==> src/rtl/win_linebuf.sv <==
// Sliding-window line buffer: turns a raster pixel stream into K-row tap columns.
// Optional overflow flag on pixels received after frame end is built when WIN_OVF_CHECK_EN is defined.
module win_linebuf #(
  parameter int unsigned K    = 5,
  parameter int unsigned DW   = 16,
  parameter int unsigned MAXW = 28
) (
  input  logic              clk,
  input  logic              rstn,
  input  logic              start,
  input  logic              state,
  input  logic              din_valid,
  input  logic [DW-1:0]     din,
  output logic [K*DW-1:0]   taps,
  output logic              taps_valid,
  output logic              frame_done,
  output logic              err
);

  localparam int unsigned CW = $clog2(MAXW);
  localparam logic [CW-1:0] RowFillEnd = CW'(K - 2);

  typedef enum logic [1:0] {StIdle, StFill, StStream, StDone} st_e;

  st_e             st_q, st_d;
  logic [CW-1:0]   w_q, w_d;
  logic [CW-1:0]   col_q, col_d;
  logic [CW-1:0]   row_q, row_d;
  logic [K*DW-1:0] taps_q;
  logic            tv_q, tv_d;
  logic            fd_q, fd_d;
  logic            enter_fill;
  logic            accept;
  logic            col_last, row_last;

  logic [DW-1:0]       lb [K-1][MAXW];
  logic [(K-1)*DW-1:0] col_rd;

  assign col_last = (col_q == w_q - CW'(1));
  assign row_last = (row_q == w_q - CW'(1));
  assign accept   = start & din_valid & ((st_q == StFill) | (st_q == StStream));

  // Oldest row lands in the top slice so {col_rd, din} matches the conv engine packing.
  always_comb begin
    col_rd = '0;
    for (int i = 0; i < int'(K) - 1; i++) begin
      col_rd[i*DW +: DW] = lb[i][col_q];
    end
  end

  always_comb begin
    st_d       = st_q;
    w_d        = w_q;
    col_d      = col_q;
    row_d      = row_q;
    tv_d       = 1'b0;
    fd_d       = 1'b0;
    enter_fill = 1'b0;
    if (!start) begin
      st_d  = StIdle;
      col_d = '0;
      row_d = '0;
    end else begin
      case (st_q)
        StIdle: begin
          st_d       = StFill;
          w_d        = state ? CW'(12) : CW'(MAXW);
          enter_fill = 1'b1;
          col_d      = '0;
          row_d      = '0;
        end
        StFill, StStream: begin
          if (din_valid) begin
            if (col_last) begin
              col_d = '0;
              row_d = row_q + CW'(1);
            end else begin
              col_d = col_q + CW'(1);
            end
            if ((st_q == StFill) && (row_q == RowFillEnd) && col_last) begin
              st_d = StStream;
            end
            if (st_q == StStream) begin
              tv_d = 1'b1;
              if (row_last && col_last) begin
                st_d  = StDone;
                fd_d  = 1'b1;
                col_d = '0;
                row_d = '0;
              end
            end
          end
        end
        StDone:  st_d = StDone;
        default: st_d = StIdle;
      endcase
    end
  end

  always_ff @(posedge clk or negedge rstn) begin
    if (!rstn) begin
      st_q   <= StIdle;
      w_q    <= CW'(MAXW);
      col_q  <= '0;
      row_q  <= '0;
      taps_q <= '0;
      tv_q   <= 1'b0;
      fd_q   <= 1'b0;
    end else begin
      st_q  <= st_d;
      w_q   <= w_d;
      col_q <= col_d;
      row_q <= row_d;
      tv_q  <= tv_d;
      fd_q  <= fd_d;
      if (tv_d) begin
        taps_q <= {col_rd, din};
      end
    end
  end

  // Buffer contents need no reset: FILL rewrites every row before the first valid column.
  always_ff @(posedge clk) begin
    if (accept) begin
      for (int i = 1; i < int'(K) - 1; i++) begin
        lb[i][col_q] <= lb[i-1][col_q];
      end
      lb[0][col_q] <= din;
    end
  end

`ifdef WIN_OVF_CHECK_EN
  logic err_q;

  always_ff @(posedge clk or negedge rstn) begin
    if (!rstn) begin
      err_q <= 1'b0;
    end else if (enter_fill) begin
      err_q <= 1'b0;
    end else if ((st_q == StDone) && din_valid) begin
      err_q <= 1'b1;
    end
  end

  assign err = err_q;
`else
  assign err = 1'b0;
`endif

  assign taps       = taps_q;
  assign taps_valid = tv_q;
  assign frame_done = fd_q;

endmodule
==> config.mk <==
export PLATFORM = sky130hd
export DESIGN_NAME = win_linebuf
export DESIGN_NICKNAME = d
export VERILOG_FILES = /design/src/rtl/win_linebuf.sv
export SDC_FILE = /design/constraint.sdc
export NUM_CORES = 2
export LEC_CHECK = 0
export ABC_CLOCK_PERIOD_IN_PS = 7900
export BUFFER_PORTS_ARGS = -buffer_cell sky130_fd_sc_hd__buf_2
export CORE_MARGIN = 4
export CORE_UTILIZATION = 45
export CTS_BUF_LIST = sky130_fd_sc_hd__clkbuf_2 sky130_fd_sc_hd__clkbuf_4 sky130_fd_sc_hd__clkbuf_8
export DETAILED_ROUTE_END_ITERATION = 8
export HOLD_SLACK_MARGIN = 0.06
export PLACE_DENSITY_LB_ADDON = 0.25
export REMOVE_ABC_BUFFERS = 1
export SLEW_MARGIN = 25
export SYNTH_ARGS = -nofsm -noshare
export SYNTH_HDL_FRONTEND = slang
export SYNTH_SLANG_ARGS = --single-unit
==> constraint.sdc <==
create_clock -name clk -period 7.9 [get_ports clk]
set_clock_uncertainty 0.05 [all_clocks]
set_input_delay 1.58 -clock clk [delete_from_list [all_inputs] [get_ports clk]]
set_output_delay 1.58 -clock clk [all_outputs]
set_load 0.1 [all_outputs]
==> qor.txt <==
Row cnt = 146
Top post-synthesis cells by count = edfxtp_1 (1792), mux2i_1 (313), mux4_2 (293)
Synth top area cells = edfxtp_1 (75%), mux4_2 (9.2%), mux2i_1 (4.4%)
EDFF count, synth = 1792
Largest fanout on the critical path = 87
Largest family of logic cells by synthesized area = multiplexers
Pwr Density = 275 mW/mm^2
Placement Cell Area = 0.0755 mm^2
Largest net degree at the start of global routing = 100
CP Capture Type = flop
First-pass GRT wire length = 277000 um
CTS tree = done
Initial DRC Count = 4100
Warnings from Yosys = 0
Grt ovf = 0
LEAKAGE = 26.3 nW
Worst hold path class = reg2reg
RSZ-0062 raised after global routing = false
Initial antenna violation count = 6
Nets = 3852
CP delay by family, top = buffers and inverters
Root Driver = clkbuf_8
XOR/XNOR share of the synthesized area = 0.00122
Die H = 408 um
Setup-failing EPs final = 0
GR Util met3 = 0.0516
Fin Setup TNS = 0 ns
Starting Density = 0.454
CP cell instances = buf_12 -> buf_4 -> mux4_2 -> a211oi_1 -> nand2_1 -> a221o_1
Hpwl dp = 102000 um
Slew @ Worst Pin = 1.09 ns
Achievable Freq = 216 MHz
Async S/R FF share, synth = 0.0503
Share of cells above drive strength 1 = 0.279
Sink Count = 1887
Total Wirelength = 194000 um
Total CTS buffers = 320
Clock latency on the worst-skew pair = 1.02 ns
Die width = 408 um
Remaining DRCs = 0
Synth Area in Adders = 0.00191
Post-CTS setup buffer count = 0
Area leader, netlist = edfxtp_1
Final Wtd Congestion = 0.760
Syn avg cell area = 20.7 um^2
Worst path max stage delay = 1.00 ns
Simple-Gate Fraction of Synth Area = 0.0227
CTS Buffer Depth = 4
Startpoint Class = flop
Via count = 37132
Port Buffers = 102
Vias in the first global route = 37471
Count leader, synth = edfxtp_1
Mux share of post-synthesis cell area = 0.139
Post-CTS sizing = 0
Core ar. = 0.159 mm^2
Final Hold Viols = 0
Number of hold buffers added after cts = 0
Max-capacitance violation count = 0
GRT Max-Usage Layer = met2
Sequential area share after synthesis = 0.781
Setup Crit Path Kind = reg2reg
Netlist Area Pre-Place = 0.0719 mm^2
CP max-delay cell = dfrtp_4
Die area = 0.166 mm^2
VDD IR max = 0.142 mV
Grt met2 use = 0.364
Total track usage = 0.232
Status = finished clean
Critical Path RT = 8.41 ns
Sequential Area = 0.0562 mm^2
H-tree levels = 5
Area of the multi-input gates = 0.0150 mm^2
Fill cells = 12557
CP bufs+invs = 2
Clk slew on worst S/H paths = 0.06 ns
Top_reg_cell synth = edfxtp_1
Final core occ = 0.517
Synth top area share = 0.748
WP data arrival = 5.14 ns
Final ANT Viol Nets = 0
Drt wl/cell = 31.6 um
Fin crit share = 0.586
Final Max Slew Viols = 0
Min Tclk post-route = 4.63 ns
Via-to-Cell Ratio = 6.05
Area grow syn2layout = 13.9%
Met1 usage = 0.330
Synth Instances = 3473
Number of synthesized register bits = 1887
Relative slew margins = 0.271
Post-Layout Inst Area = 0.0819 mm^2
First-pass DRT Iterations = 5
Synth cell types = 58
Compound-cell area share of the yosys netlist = 0.0391
I/O pin cnt = 104
==> worst reg2reg max path, cell delays in order, from the launching register on <==
cell      delay [ns]
dfrtp_4         1.00
buf_12          0.60
buf_4           0.78
mux4_2          0.63
a211oi_1        0.31
nand2_1         0.21
a221o_1         0.62
==> power breakdown <==
| part | total [mW] | switching [mW] | internal (mW) |
|---|---|---|---|
| logic | 2.41 | 1.43 | 0.977 |
| registers | 11.4 | 0.0522 | 11.4 |
| clock network | 8.68 | 3.79 | 4.89 |
==> worst paths after layout <==
path | from | to | slack [ns] | depth (start not counted)
min | taps[0]$_DFFE_PN0P_ | taps[0]$_DFFE_PN0P_ | 0.42 | 2
max in group asynchronous | rstn | taps[11]$_DFFE_PN0P_ | 6.05 | 2
min reg2reg | taps[0]$_DFFE_PN0P_ | taps[0]$_DFFE_PN0P_ | 0.42 | 2
max | col_q[0]$_DFFE_PN0P_ | lb[0][1754]$_DFFE_PP_ | 3.27 | 6
max reg2reg | col_q[0]$_DFFE_PN0P_ | lb[0][1754]$_DFFE_PP_ | 3.27 | 6
min in group asynchronous | rstn | taps[44]$_DFFE_PN0P_ | 0.46 | 1
==> layer usage <==
metal / up-vias / share of wire
met1: 19827 / 0.42
met4: 0 / 0.023
li1: 15215 / -
met2: 1785 / 0.47
met3: 305 / 0.085
met5: - / 0
==> stage by stage <==
step                      total power, mW  hold slack [ns]  setup slack (ns)  std cells
after floorplan                      14.0            0.463            -17.23       3278
after global placement               14.0            0.407              3.04       5555
after detailed placement             14.1            0.408              3.06       5564
after CTS                            22.7            0.373              3.23       6126
after global routing                 23.4            0.415              2.97       6133
final                                22.5            0.419              3.27       6133
==> area by class of cell <==
type,instances,share of cell area
Antenna cell,1,0.0000305
Clock buffer,495,0.0729
Clock inverter,67,0.00470
Inverter,7,0.000382
Multi-Input combinational cell,1384,0.183
Sequential cell,1887,0.686
Tap cell,2072,0.0316
Timing Repair Buffer,220,0.0213
==> registers in the layout (all words and copies together), names as in the netlist <==
name        cells
frame_done      1
st_q            2
taps           80
lb           1792
taps_valid      1
w_q             1
col_q           5
row_q           5
==> layout by cell type, fill, tap and decap left out, types with 6 or more instances in the layout <==
cell	Yosys	layout
edfxtp_1	1792	1792
clkbuf_8	0	361
mux2i_1	313	313
mux4_2	293	293
nand2_1	135	135
clkbuf_4	0	134
o22ai_1	119	119
buf_2	57	102
dfrtp_1	94	89
a22oi_1	88	88
buf_4	37	83
nor2_1	94	66
nand3_1	49	43
o22a_1	38	38
a221o_1	43	36
clkinv_1	0	36
nor2_4	0	28
a211oi_1	26	26
mux2_2	25	25
nand4_1	22	22
clkinv_2	0	21
buf_12	0	21
a31oi_1	14	14
a21oi_1	12	12
ha_1	11	11
buf_6	11	11
o21ai_0	10	10
a22o_1	9	9
a221oi_1	8	8
a221o_2	0	7
xor2_1	7	7
inv_1	6	6
nor2b_1	10	6
==> kinds of logic (layout without fill, tap and decap cells) <==
logic type | count (synthesis) | count (layout)
simple gates | 353 | 353
fa+ha+maj | 11 | 11
xor+xnor | 10 | 10
mux | 631 | 631
other cells | 1 | 2
flops | 1887 | 1887
compound gates | 378 | 378
buf+inv | 202 | 789
Note: power is estimated with default switching activity, not from simulation.
